**src/rtl/cache_port_arbiter_pkg.sv**
```systemverilog
// Shared types and defaults for the two-requester cache port arbiter.
package cache_port_arbiter_pkg;

    typedef enum logic [1:0] {
        IDLE   = 2'd0,
        ACCESS = 2'd1,
        RESP   = 2'd2
    } state_t;

    localparam logic MODE_READ  = 1'b0;
    localparam logic MODE_WRITE = 1'b1;

    localparam int DEFAULT_ACCESS_CYCLES = 4;
    localparam int DEFAULT_ADDR_WIDTH    = 32;
    localparam int DEFAULT_DATA_WIDTH    = 32;

    // Down-counter width; a single-cycle access still needs a 1-bit counter.
    function automatic int cnt_width(input int cycles);
        return (cycles > 1) ? $clog2(cycles) : 1;
    endfunction

endpackage

```
**src/rtl/cache_port_arbiter_rr_select2.sv**
```systemverilog
// Two-way round-robin pick: on a tie the requester not granted last time wins.
module rr_select2 (
    input  logic req0,
    input  logic req1,
    input  logic last_grant,
    output logic valid,
    output logic winner
);

    always_comb begin
        valid  = req0 | req1;
        winner = (req0 & req1) ? ~last_grant : req1;
    end

endmodule

```
**src/rtl/cache_port_arbiter.sv**
```systemverilog
// Round-robin front end that serialises two requesters onto one cache_and_ram port,
// holding each access for ACCESS_CYCLES clocks and returning a one-cycle ack.
module cache_port_arbiter
    import cache_port_arbiter_pkg::*;
#(
    parameter int ADDR_WIDTH    = DEFAULT_ADDR_WIDTH,
    parameter int DATA_WIDTH    = DEFAULT_DATA_WIDTH,
    parameter int ACCESS_CYCLES = DEFAULT_ACCESS_CYCLES
) (
    input  logic                  clk,
    input  logic                  reset,
    input  logic                  req0,
    input  logic                  we0,
    input  logic [ADDR_WIDTH-1:0] addr0,
    input  logic [DATA_WIDTH-1:0] wdata0,
    output logic                  ack0,
    output logic [DATA_WIDTH-1:0] rdata0,
    input  logic                  req1,
    input  logic                  we1,
    input  logic [ADDR_WIDTH-1:0] addr1,
    input  logic [DATA_WIDTH-1:0] wdata1,
    output logic                  ack1,
    output logic [DATA_WIDTH-1:0] rdata1,
    output logic [ADDR_WIDTH-1:0] mem_address,
    output logic [DATA_WIDTH-1:0] mem_data,
    output logic                  mem_mode,
    input  logic [DATA_WIDTH-1:0] mem_out,
    output logic                  busy,
    output logic [1:0]            fsm_state
);

    // Handshake: reqN acts as valid and stays high with weN/addrN/wdataN stable
    // until ackN; ackN is a one-cycle completion pulse (there is no separate ready).
    // A req still high in the cycle after ack is a fresh request.

    localparam int CNT_W = cnt_width(ACCESS_CYCLES);

    state_t           state, next_state;
    logic [CNT_W-1:0] cnt;
    logic             grant_id;
    logic             last_grant;
    logic             sel_valid;
    logic             sel_winner;
    logic             start;
    logic             finish;

    rr_select2 u_rr_select2 (
        .req0       (req0),
        .req1       (req1),
        .last_grant (last_grant),
        .valid      (sel_valid),
        .winner     (sel_winner)
    );

    always_ff @(posedge clk) begin
        if (reset) state <= IDLE;
        else       state <= next_state;
    end

    always_comb begin
        next_state = state;
        start      = 1'b0;
        finish     = 1'b0;
        unique case (state)
            IDLE: begin
                if (sel_valid) begin
                    next_state = ACCESS;
                    start      = 1'b1;
                end
            end
            ACCESS: begin
                if (cnt == '0) begin
                    next_state = RESP;
                    finish     = 1'b1;
                end
            end
            RESP:    next_state = IDLE;
            default: next_state = IDLE;
        endcase
    end

    always_ff @(posedge clk) begin
        if (reset) begin
            cnt         <= '0;
            grant_id    <= 1'b0;
            last_grant  <= 1'b1;
            mem_address <= '0;
            mem_data    <= '0;
            mem_mode    <= MODE_READ;
            ack0        <= 1'b0;
            ack1        <= 1'b0;
            rdata0      <= '0;
            rdata1      <= '0;
        end else begin
            ack0 <= finish & ~grant_id;
            ack1 <= finish & grant_id;
            if (start) begin
                grant_id    <= sel_winner;
                last_grant  <= sel_winner;
                cnt         <= CNT_W'(ACCESS_CYCLES - 1);
                mem_address <= sel_winner ? addr1  : addr0;
                mem_data    <= sel_winner ? wdata1 : wdata0;
                mem_mode    <= sel_winner ? we1    : we0;
            end else if (state == ACCESS && cnt != '0) begin
                cnt <= cnt - CNT_W'(1);
            end
            // mem_mode still carries the latched access type on the finishing edge.
            if (finish) begin
                mem_mode <= MODE_READ;
                if (mem_mode == MODE_READ) begin
                    if (grant_id) rdata1 <= mem_out;
                    else          rdata0 <= mem_out;
                end
            end
        end
    end

    always_comb begin
        busy      = (state != IDLE);
        fsm_state = state;
    end

endmodule

```
**config.mk**
```make
export PLATFORM = sky130hd
export DESIGN_NAME = cache_port_arbiter
export DESIGN_NICKNAME = d
export VERILOG_FILES = /design/src/rtl/cache_port_arbiter_pkg.sv /design/src/rtl/cache_port_arbiter_rr_select2.sv /design/src/rtl/cache_port_arbiter.sv
export SDC_FILE = /design/constraint.sdc
export NUM_CORES = 1
export LEC_CHECK = 0
export CORE_ASPECT_RATIO = 0.9
export CORE_MARGIN = 3
export CORE_UTILIZATION = 40
export DETAILED_ROUTE_END_ITERATION = 12
export MAX_ROUTING_LAYER = met4
export PLACE_DENSITY = 0.9
export SLEW_MARGIN = 20
export SYNTH_ARGS = -nofsm -noshare
export SYNTH_HDL_FRONTEND = slang
export SYNTH_SLANG_ARGS = --single-unit
```
**constraint.sdc**
```tcl
create_clock -name clk -period 1.75 [get_ports clk]
set_input_delay 0.35 -clock clk [delete_from_list [all_inputs] [get_ports clk]]
set_output_delay 0.35 -clock clk [all_outputs]
set_load 0.05 [all_outputs]
```
# ---- Word level (Yosys, flattened, before mapping)
# Index checks and enable logic that the tools add are counted.
# Widths: inputs -> output; s select.
dict set report totals {
  word_cells 45
  register_bits 137
}
dict set report op_classes {
  add_sub_neg 1
  mux 13
  n_eq_ne 3
  n_bitwise 7
  reduce_logical 10
}
# op n
set op_table {}
lappend op_table {{$mux 32} 2}
lappend op_table {{$mux 2} 4}
lappend op_table {{$mux 1} 6}
lappend op_table {{$reduce_and 3->1} 2}
lappend op_table {{$reduce_bool 2->1} 3}
lappend op_table {{$logic_not 2->1} 2}
lappend op_table {{$ne 2x2->1 const B} 2}
lappend op_table {{$pmux 2 s2} 1}
lappend op_table {{$and 1x1->1} 3}
lappend op_table {{$not 1->1} 3}
lappend op_table {{$eq 2x1->1 const B} 1}
lappend op_table {{$reduce_and 2->1} 1}
lappend op_table {{$reduce_or 2->1} 1}
lappend op_table {{$sub 2x1->2 const B} 1}
lappend op_table {{$logic_and 1x1->1} 1}
lappend op_table {{$or 1x1->1} 1}

# ---- Depth between registers and ports, before layout
# Gate-level depths: netlist of run 1.
dict set report logic_depth {
  ltp_word 4
  depth_mapped 7
  mapped_depth_nobuf 5
}

# ---- Modules after synthesis
# Synthesis of run 1 repeated with hierarchy kept, for this count alone.
dict set report unflattened {
  hier_cells 571
  area_unflattened_um2 5604.1
}
# mod n_inst cells_per_inst seq_area_each_um2 area_per_inst_um2
set by_module_without_submodules {}
lappend by_module_without_submodules {cache_port_arbiter 1 569 2742.6 5590.4}
lappend by_module_without_submodules {rr_select2 1 2 0.0 13.8}

# ---- Worst setup path before layout of run 1
# No wires, ideal clock.
dict set report synth_path {
  path_type {register to register}
  start {register state[1] (netlist: fsm_state[1])}
  end {register mem_address[0]}
  synth_period_minus_slack_ns 1.817
  path_slack_ns -0.067
  path_stages_with_launch 7
  n_path_buf 2
  required_time_ns 1.659
  t_arrival_ns 1.726
  setup_ns 0.091
  path_cell_list {dfxtp_1 -> nor2_2 -> inv_2 -> nor2_1 -> buf_2 -> buf_2 -> a311oi_1}
}
dict set report synth_between {
  elab_chain_len 2
}
# element line_no
set synth_rtl {}
lappend synth_rtl {{from (decl)} cache_port_arbiter.sv:38} ;# state_t state, next_state;
lappend synth_rtl {{from (signal assigned)} cache_port_arbiter.sv:57} ;# else state <= next_state;
lappend synth_rtl {{$logic_not 2->1} cache_port_arbiter.sv:64} ;# unique case (state)
lappend synth_rtl {{$mux 1} cache_port_arbiter.sv:64}
lappend synth_rtl {{to (signal assigned)} cache_port_arbiter.sv:101} ;# mem_address <= sel_winner ? addr1 : addr0;
lappend synth_rtl {{to (decl)} cache_port_arbiter.sv:24} ;# output logic [ADDR_WIDTH-1:0] mem_address,
# No other way between the ends.
# A chain may end at the register's enable or synchronous reset.

# ---- Worst setup path after layout of run 1
dict set report layout_path {
  start {register cnt[0]}
  end {register cnt[1]}
}
dict set report layout_between {
  elab_chain_len 3
  elab_cells_between_ends 6
}
# element line_no
set layout_rtl {}
lappend layout_rtl {{from (decl)} cache_port_arbiter.sv:39} ;# logic [CNT_W-1:0] cnt;
lappend layout_rtl {{from (signal assigned)} cache_port_arbiter.sv:100} ;# cnt <= CNT_W'(ACCESS_CYCLES - 1);
lappend layout_rtl {{from (signal assigned)} cache_port_arbiter.sv:105} ;# cnt <= cnt - CNT_W'(1);
lappend layout_rtl {{$sub 2x1->2 / $reduce_bool 2->1 (equally long branches)} {cache_port_arbiter.sv:105, cache_port_arbiter.sv:104}}
lappend layout_rtl {{$mux 2 / $logic_and 1x1->1 (equally long branches)} cache_port_arbiter.sv:104} ;# end else if (state == ACCESS && cnt != '0) begin
lappend layout_rtl {{$mux 2 / $reduce_bool 2->1 (equally long branches)} -}
# Parallel ways exist; a longest one is shown, timed or not. The select of a mux whose other input is x is not followed.

==> results of run 1 <==
-- registers in the layout (all words and copies together), names as in the netlist --
name         flops
grant_id         1
rdata0          32
cnt              2
rdata1          32
ack0             1
mem_data        32
mem_address     32
fsm_state        2
ack1             1
mem_mode         1
last_grant       1
-- per-layer routing --
metal  GRT usage  vias to the layer above
met5           -                        -
met2       0.376                      262
met3      0.0779                       50
met1       0.253                     2742
met4       0.114                        0
li1            -                     2842
-- worst max-delay path, delay by kind of cell, from the launching register on --
family	cells	cell delay [ps]
AND/OR/NAND/NOR	1	390
adder cells (fa/ha/maj)	1	200
flip-flops	1	340
AO/OA/AOI/OAI	2	390
buffers and inverters	2	190
-- final timing paths --
kind	startpoint	end	slack, ps	cells past startpoint
max reg2reg	cnt[0]	cnt[1]	150	6
min	reset	fsm_state[1]	360	2
max	cnt[0]	cnt[1]	150	6
min reg2reg	rdata0[31]	rdata0[31]	470	2
-- cells by family (layout without fill, tap and decap cells) --
logic type,count (synthesis),in the layout
compound gates,139,139
fa+ha+maj,1,1
buf+inv,65,362
other cells,0,2
flops,137,137
xor+xnor,1,1
simple gates,242,242
mux,65,65
-- cells in the mapped netlist, types with 2 or more instances --
cell      count  area share
dfxtp_1     137        0.46
nand2_1     132       0.084
nand2b_1     97        0.10
a21oi_1      68       0.058
mux2i_1      65        0.11
a311oi_1     64       0.095
clkbuf_1     27       0.017
buf_2        22       0.019
buf_4         5      0.0064
buf_6         5      0.0095
inv_1         3      0.0019
nor2_1        3      0.0019
nor2b_1       3      0.0032
and2_1        2      0.0021
buf_1         2      0.0013
-- placed cells by master (no fill, tap or decap), types with 3 or more instances in the layout --
cell,netlist,layout
a21oi_1,68,68
clkinvlp_4,0,3
nand2_1,132,132
buf_12,0,11
dfxtp_1,137,135
clkinv_4,0,3
clkbuf_16,0,17
nor2b_1,3,3
buf_4,5,151
mux2i_1,65,65
inv_1,3,3
inv_6,0,3
clkdlybuf4s50_1,0,164
a311oi_1,64,64
nand2b_1,97,96
-- metrics by stage --
| step | utilization | std cells | worst slack [ps] |
|---|---|---|---|
| global route | 0.665 | 1142 | 41.5 |
| floorplan | - | 650 | 166 |
| CTS | 0.665 | 1140 | 39.2 |
| finish | 0.665 | 1142 | 153 |
| detailed placement | 0.623 | 1108 | -194 |
| global placement | 0.623 | 1108 | -97.8 |
-- report_power, final --
group          internal, uW  leakage (uW)  switching (uW)
registers              3410       0.00112             180
logic                  1150       0.00262            1800
clock network          2150      0.000280            1410
total                  6710       0.00402            3390
-- cell type report --
type / instances / area share
Inverter: 4 / 0.00159
Antenna cell: 2 / 0.000530
Timing Repair Buffer: 326 / 0.317
Clock buffer: 19 / 0.0469
Tap cell: 193 / 0.0256
Sequential cell: 137 / 0.291
Clock inverter: 13 / 0.0154
Multi-Input combinational cell: 448 / 0.302
==> metrics.cfg, run 1 <==
[outcome]
outcome = completed

[timing]
setup_violations = 0
finalMaxSlewViolations = 0
min_period_ps = 1600
max_freq_mhz = 626
period_share = 0.913
worst_pin_slew_ps = 444
fin_tns_setup_ps = 0
slew_headroom = 0.703
fin_hold_ws_ps = 364
fin_skew_ps = 6.89
hold_viol = 0
rsz0062_at_grt = no

[route]
drt_iter0_drc = 365
ant_nets = 0
post-route-drc-count = 0
dr.max_layer_used = met4
wl_per_cell_um = 16.6
via_per_inst = 5.16
drt-met1-wl_mm = 7.32
met2_length_mm = 9.34
dr_total_vias = 5896
wirelength_mm = 18.9
route.met3.wl_mm = 1.59
firstDrtPassIters = 5

[cts]
ctsHoldBuffers = 0
cts_buffers = 17
clock-sinks = 137
cts_resized = 0
clockBufferDepth = 2
htree_levels = 4
insertion_delay_ps = 420
cts_tree = yes
root_buffer = clkbuf_16
post-cts-setup-buffer-count = 0
clk_pin_slew_ps = 60

[min_path]
hp-class = in -> reg

[synth]
synth_xor_area_frac = 0.00148
synth_edf_count = 0
synth_top_family_by_area = simple AND/OR/NAND/NOR gates
synthFlopType = dfxtp_1
ys_seq_area_frac = 0.465
async_flop_share = 0
yosys.area_share.adder = 0.00212
yosys.area_share.simple = 0.203
syn_area_per_cell_um2 = 9.08
synth.distinct_cells = 30
synth_cells = 650
yosys_warnings = 0
syn-cell-area_um2 = 5900
synth_fp_nets = 817
synthMuxAreaShare = 0.110
synth-seq-cells = 137
synth_compound_area_frac = 0.162

[worst_setup_path]
endpoint_kind = flip-flop
critPathRequiredTime_ps = 2070
path_cells = inv_1, ha_1, buf_4, nor3b_1, a21oi_1, a221oi_1
cp_max_fo = 3
crit_path_start_kind = flip-flop
slowest_stage = nor3b_1
critical_path.max_stage_delay_ps = 390
critPathKind = reg -> reg
worstPathArrival_ps = 1910

[power]
finalPower_uw = 10100
leakagePower_uw = 0.00402
p_per_area_nw_per_um2 = 1070
peakVddDrop_mv = 0.718

[final_layout]
seqCellArea_um2 = 2750
fill_cells = 1084
multi_input_area_um2 = 2860
drive_above_1_share = 0.216
nets = 1101
syn2layout_area_growth_pct = 60.1
final_area_um2 = 9450

[global_route]
grt-ovfl-total = 0
grt_pass1_vias = 5875
grtUsageTotal = 0.230
grt_max_degree = 63
grt_pass1_wl_mm = 28.8
antenna_found_initial = 2

[die]
dieArea_um2 = 16200
die_w_um = 134
ios = 300
die_h_um = 121
rows = 41
coreArea_um2 = 14200
start_util = 0.415

[place]
port_buffers = 299
dp_hpwl_mm = 13.6
globalplace.congestion = 0.817
placedInstanceArea_um2 = 8850

[flow_run]
timing.max_cap.violations = 0

Note: power is estimated with default switching activity, not from simulation.
==> run 2: changes to the inputs <==
==> constraint.sdc (replaced) <==
create_clock -name clk -period 1.75 [get_ports clk]
set_input_delay 0.35 -clock clk [delete_from_list [all_inputs] [get_ports clk]]
set_output_delay 0.35 -clock clk [all_outputs]
set_load 0.1 [all_outputs]
==> run 2 against run 1 <==
Compared with the run above:
- critical path depth shrank 1
- highest routed layer unchanged
- worst hold slack gained 140 ps
- critical endpoint is now mem_data[30]
- power grew 20%
==> metrics.cfg, run 2 (synthesis results as in run 1) <==
[worst_setup_path]
crit_path_start_kind = primary input  ; was flip-flop
endpoint_kind = flip-flop  ; unchanged
critPathRequiredTime_ps = 2040  ; was 2070 ps
worstPathArrival_ps = 1980  ; was 1910 ps
cp_max_fo = 56  ; was 3
path_cells = clkdlybuf4s50_1, a21bo_2, buf_12, nand2_1, a311oi_1  ; was inv_1, ha_1, buf_4, nor3b_1, a21oi_1, a221oi_1
critPathKind = in -> reg  ; was reg -> reg
slowest_stage = clkdlybuf4s50_1  ; was nor3b_1
critical_path.max_stage_delay_ps = 590  ; was 390 ps

[timing]
rsz0062_at_grt = no  ; unchanged
finalMaxSlewViolations = 0  ; unchanged
fin_skew_ps = 6.65  ; was 6.89 ps
max_freq_mhz = 594  ; was 626 MHz
hold_viol = 0  ; unchanged
fin_hold_ws_ps = 504  ; was 364 ps
min_period_ps = 1680  ; was 1600 ps
period_share = 0.962  ; was 0.913
slew_headroom = 0.665  ; was 0.703
setup_violations = 0  ; unchanged
worst_pin_slew_ps = 503  ; was 444 ps

[die]
die_w_um = 134  ; unchanged
ios = 300  ; unchanged
coreArea_um2 = 14200  ; unchanged
rows = 41  ; unchanged
die_h_um = 121  ; unchanged
dieArea_um2 = 16200  ; unchanged
start_util = 0.415  ; unchanged

[final_layout]
nets = 1103  ; was 1101
final_common_cell = clkdlybuf4s50_1  ; unchanged
syn2layout_area_growth_pct = 89.6  ; was 60.1%
final_cell_mix = 164 x clkdlybuf4s50_1, 147 x buf_12, 134 x dfxtp_1  ; was 164 x clkdlybuf4s50_1, 151 x buf_4, 135 x dfxtp_1
drive_above_1_share = 0.220  ; was 0.216
utilization = 0.787  ; was 0.665

[place]
dp_hpwl_mm = 16.5  ; was 13.6 mm
globalplace.congestion = 0.856  ; was 0.817
port_buffers = 299  ; unchanged

[flow_run]
timing.max_cap.violations = 0  ; unchanged

[cts]
post-cts-setup-buffer-count = 0  ; unchanged
clockBufferDepth = 2  ; unchanged
cts_resized = 0  ; unchanged
ctsHoldBuffers = 0  ; unchanged
clock-sinks = 137  ; unchanged
cts_tree = yes  ; unchanged
root_buffer = clkbuf_16  ; unchanged
clk_pin_slew_ps = 60  ; about the same
htree_levels = 4  ; unchanged
insertion_delay_ps = 420  ; about the same
cts_buffers = 17  ; unchanged

[route]
via_per_inst = 5.40  ; was 5.16
ant_nets = 0  ; unchanged
wl_per_cell_um = 20.1  ; was 16.6 um
post-route-drc-count = 0  ; unchanged
firstDrtPassIters = 5  ; unchanged
drt_iter0_drc = 327  ; was 365
dr_total_vias = 6170  ; was 5896
wirelength_mm = 23.0  ; was 18.9 mm

[power]
peakVddDrop_mv = 1.04  ; was 0.718 mV
internal_power_uw = 7460  ; was 6710 uW
seq_power_share = 0.309  ; was 0.356
p_sw_frac = 0.385  ; was 0.335
p_per_area_nw_per_um2 = 1080  ; was 1070 nW/um^2
clkPwrFrac = 0.293  ; was 0.352
finalPower_uw = 12100  ; was 10100 uW
leakagePower_uw = 0.00446  ; was 0.00402 uW
p_comb_frac = 0.398  ; was 0.292
p_sw_uw = 4670  ; was 3390 uW

[outcome]
outcome = completed  ; unchanged

[global_route]
grt_max_degree = 62  ; was 63
grt_pass1_vias = 6595  ; was 5875
antenna_found_initial = 2  ; unchanged
grtUsageTotal = 0.288  ; was 0.230
grt_pass1_wl_mm = 35.3  ; was 28.8 mm
grt-ovfl-total = 0  ; unchanged

[min_path]
hp-class = in -> reg  ; unchanged

==> run 2: critical path, delay by kind of cell <==
family | cells | cell delay [ps]
simple gates | 1 | 140
compound gates | 2 | 600
buf+inv | 2 | 840
==> run 2: layer usage <==
layer,wire length [um],vias to the layer above,global-route usage
met3,2080,52,0.0925
met5,0,-,-
li1,-,2833,-
met2,12000,318,0.509
met4,779,0,0.115
met1,8150,2967,0.299
==> run 2: metrics by stage <==
step                worst slack (ps)  area, um^2  instances  TNS, ps
floorplan                       88.2        5910        650        0
global placement               -62.9       10600       1110    -2900
detailed placement              -223       10600       1110    -7070
CTS                             14.9       11200       1140        0
global route                    9.91       11200       1142        0
finish                          65.8       11200       1142        0
==> run 2: final cells by class <==
class / count / area [um^2]
sequential: 137 / 2750
timing repair buffer: 328 / 4710
fill: 786 / 3020
tap: 193 / 241
antenna: 2 / 5.00
clock inverter: 9 / 88.8
inverter: 4 / 17.5
clock buffer: 21 / 503
multi-input combinational: 448 / 2870
==> run 2: final timing paths <==
| check | cells past startpoint | to | slack, ps | from |
|---|---|---|---|---|
| hold reg to reg | 2 | rdata0[28] | 510 | rdata0[28] |
| hold / removal | 3 | mem_address[5] | 500 | addr0[5] |
| setup / recovery | 5 | mem_data[30] | 70 | req0 |
| setup reg to reg | 5 | mem_data[30] | 70 | fsm_state[0] |
==> run 2: power groups by stage <==
stage / logic (uW) / clock network (uW) / registers (uW)
4_1_cts: 4830 / 3590 / 3750
3_3_place_gp: 4700 / 0 / 3790
3_5_place_dp: 4790 / 0 / 3800
2_1_floorplan: 895 / 0 / 5600
6_report: 4830 / 3550 / 3750
5_1_grt: 4980 / 3720 / 3770
==> run 3: changes to the inputs <==
--- a/config.mk
+++ b/config.mk
@@ -5,9 +5,9 @@
 export SDC_FILE = /design/constraint.sdc
 export NUM_CORES = 1
 export LEC_CHECK = 0
-export CORE_ASPECT_RATIO = 0.9
 export CORE_MARGIN = 3
 export CORE_UTILIZATION = 40
+export CTS_CLUSTER_SIZE = 10
 export DETAILED_ROUTE_END_ITERATION = 12
 export MAX_ROUTING_LAYER = met4
 export PLACE_DENSITY = 0.9
==> run 3 against run 2 <==
Compared with the run above:
- non-clock buffer count down 1
- worst hold slack worse by 8.6 ps
- sequential power about the same
- die area about the same
- clock power down 2%
- combinational power about the same
- critical path type unchanged
- critical endpoint is now mem_data[16]
- highest routed layer unchanged
==> metrics.cfg, run 3 (synthesis results as in run 1) <==
[cts]
cts_buffers = 17  ; unchanged
clk_pin_slew_ps = 60  ; about the same
insertion_delay_ps = 420  ; about the same
clockBufferDepth = 2  ; unchanged
clock-sinks = 137  ; unchanged
root_buffer = clkbuf_16  ; unchanged
htree_levels = 4  ; unchanged
cts_tree = yes  ; unchanged
ctsHoldBuffers = 0  ; unchanged

[global_route]
grt_pass1_wl_mm = 34.9  ; was 35.3 mm
grt_max_degree = 55  ; was 62
grt_pass1_vias = 6507  ; was 6595
grtUsageTotal = 0.285  ; was 0.288
antenna_found_initial = 1  ; was 2
grt-ovfl-total = 0  ; unchanged

[place]
globalplace.congestion = 0.848  ; was 0.856
dp_hpwl_mm = 16.2  ; was 16.5 mm
dp_cells = 1094  ; was 1110
port_buffers = 299  ; unchanged
placedInstanceArea_um2 = 10500  ; was 10600 um^2

[die]
dieArea_um2 = 16200  ; about the same
rows = 43  ; was 41
start_util = 0.417  ; was 0.415
ios = 300  ; unchanged
die_w_um = 127  ; was 134 um
die_h_um = 127  ; was 121 um
coreArea_um2 = 14100  ; was 14200 um^2

[outcome]
outcome = completed  ; unchanged

[power]
p_sw_frac = 0.388  ; was 0.385
clkPwrFrac = 0.289  ; was 0.293
leakagePower_uw = 0.00446  ; about the same
peakVddDrop_mv = 0.936  ; was 1.04 mV
p_per_area_nw_per_um2 = 1080  ; about the same
internal_power_uw = 7380  ; was 7460 uW
p_comb_frac = 0.400  ; was 0.398
p_sw_uw = 4670  ; about the same
seq_power_share = 0.311  ; was 0.309

[timing]
fin_skew_ps = 7.37  ; was 6.65 ps
fin_tns_setup_ps = 0  ; unchanged
rsz0062_at_grt = no  ; unchanged
worst_pin_slew_ps = 419  ; was 503 ps
setup_violations = 0  ; unchanged
slew_headroom = 0.720  ; was 0.665
period_share = 0.962  ; about the same
min_period_ps = 1680  ; about the same
finalMaxSlewViolations = 0  ; unchanged
hold_viol = 0  ; unchanged
max_freq_mhz = 594  ; about the same

[final_layout]
seqCellArea_um2 = 2750  ; unchanged
final_cell_mix = 164 x clkdlybuf4s50_1, 145 x buf_12, 134 x dfxtp_1  ; was 164 x clkdlybuf4s50_1, 147 x buf_12, 134 x dfxtp_1
multi_input_area_um2 = 2860  ; was 2870 um^2
fill_cells = 789  ; was 786
syn2layout_area_growth_pct = 88.6  ; was 89.6%
final_common_cell = clkdlybuf4s50_1  ; unchanged
drive_above_1_share = 0.220  ; about the same
nets = 1102  ; was 1103
fin_cells = 1129  ; was 1142
final_area_um2 = 11100  ; was 11200 um^2

[route]
via_per_inst = 5.49  ; was 5.40
wirelength_mm = 23.0  ; about the same
firstDrtPassIters = 5  ; unchanged
ant_nets = 0  ; unchanged
post-route-drc-count = 0  ; unchanged
drt_iter0_drc = 458  ; was 327
wl_per_cell_um = 20.3  ; was 20.1 um
dr_total_vias = 6197  ; was 6170

[worst_setup_path]
rr_worst_depth = 6  ; was 5
worst-path-buf-inv = 2  ; unchanged
ff2ff_setup_slack_ps = 130  ; was 70 ps
cp_max_fo = 26  ; was 56
cp-startpoint = req0  ; unchanged
critPathKind = in -> reg  ; unchanged
crit_family = buffers and inverters  ; unchanged
worstPathArrival_ps = 1990  ; was 1980 ps
critical_path.max_stage_delay_ps = 610  ; was 590 ps
worst_r2r_startpoint = cnt[0]  ; was fsm_state[0]
slowest_stage = clkdlybuf4s50_1  ; unchanged
regToRegEndpoint = rdata1[1]  ; was mem_data[30]
critPathRequiredTime_ps = 2060  ; was 2040 ps
crit_path_start_kind = primary input  ; unchanged
path_cells = clkdlybuf4s50_1, or2_2, buf_4, a21oi_1, a311oi_1  ; was clkdlybuf4s50_1, a21bo_2, buf_12, nand2_1, a311oi_1
endpoint_kind = flip-flop  ; unchanged

[flow_run]
timing.max_cap.violations = 0  ; unchanged

[min_path]
min_path_cells = 3  ; unchanged
hp-class = in -> reg  ; unchanged
worstHoldStart = reset  ; was addr0[5]
hold_end = rdata1[15]  ; was mem_address[5]

==> run 3: power groups by stage <==
| stage | sequential, uW | clock [uW] | combinational, uW |
|---|---|---|---|
| after detailed placement | 3800 | 0 | 4760 |
| after CTS | 3740 | 3530 | 4790 |
| after global placement | 3790 | 0 | 4690 |
| after floorplan | 5600 | 0 | 895 |
| final | 3750 | 3480 | 4820 |
| after global routing | 3770 | 3660 | 4970 |
==> run 3: metrics by stage <==
stage               setup WS, ps  utilization  hold slack [ps]  power [uW]
finish                      66.5        0.787              495       12000
global route                14.9        0.787              489       12400
CTS                         78.6        0.784              461       12100
detailed placement          -313        0.743              479        8560
global placement           -76.1        0.743              469        8470
floorplan                   88.2            -              451        6490
==> run 3: metal layers <==
layer  up-vias  share of wire  track usage
li1       2830              -            -
met1      2888           0.35        0.296
met2       400           0.51        0.493
met3        79          0.098       0.0853
met4         0          0.043        0.135
met5         -              0            -
==> run 3: what timing repair did <==
action                                  in CTS  in global routing
resized for setup                            0                  2
pin swaps                                    1                  0
buffers inserted                             0                  1
endpoints found under the setup margin       1                 12
gates cloned                                 0                  1
==> run 3: final cells by class <==
type,instances,share of cell area
Sequential cell,137,0.247
Clock buffer,21,0.0433
Tap cell,180,0.0202
Antenna cell,1,0.000225
Inverter,4,0.00157
Timing Repair Buffer,327,0.422
Multi-Input combinational cell,448,0.257
Clock inverter,11,0.00832
==> run 3: worst max path at each step <==
| stage | end | slack [ps] | cells after the start |
|---|---|---|---|
| final | mem_data[16] | 70 | 5 |
| after global routing | rdata1[1] | 10 | 6 |
| after CTS | rdata1[1] | 80 | 6 |
| after floorplan | mem_address[0] | 90 | 6 |
| after global placement | mem_address[15] | -80 | 5 |
| after detailed placement | mem_data[16] | -310 | 5 |
==> run 3: worst min-delay path, cell delays in order <==
cell	delay, ps
buf_4	220
nand2b_1	180
mux2i_1	100
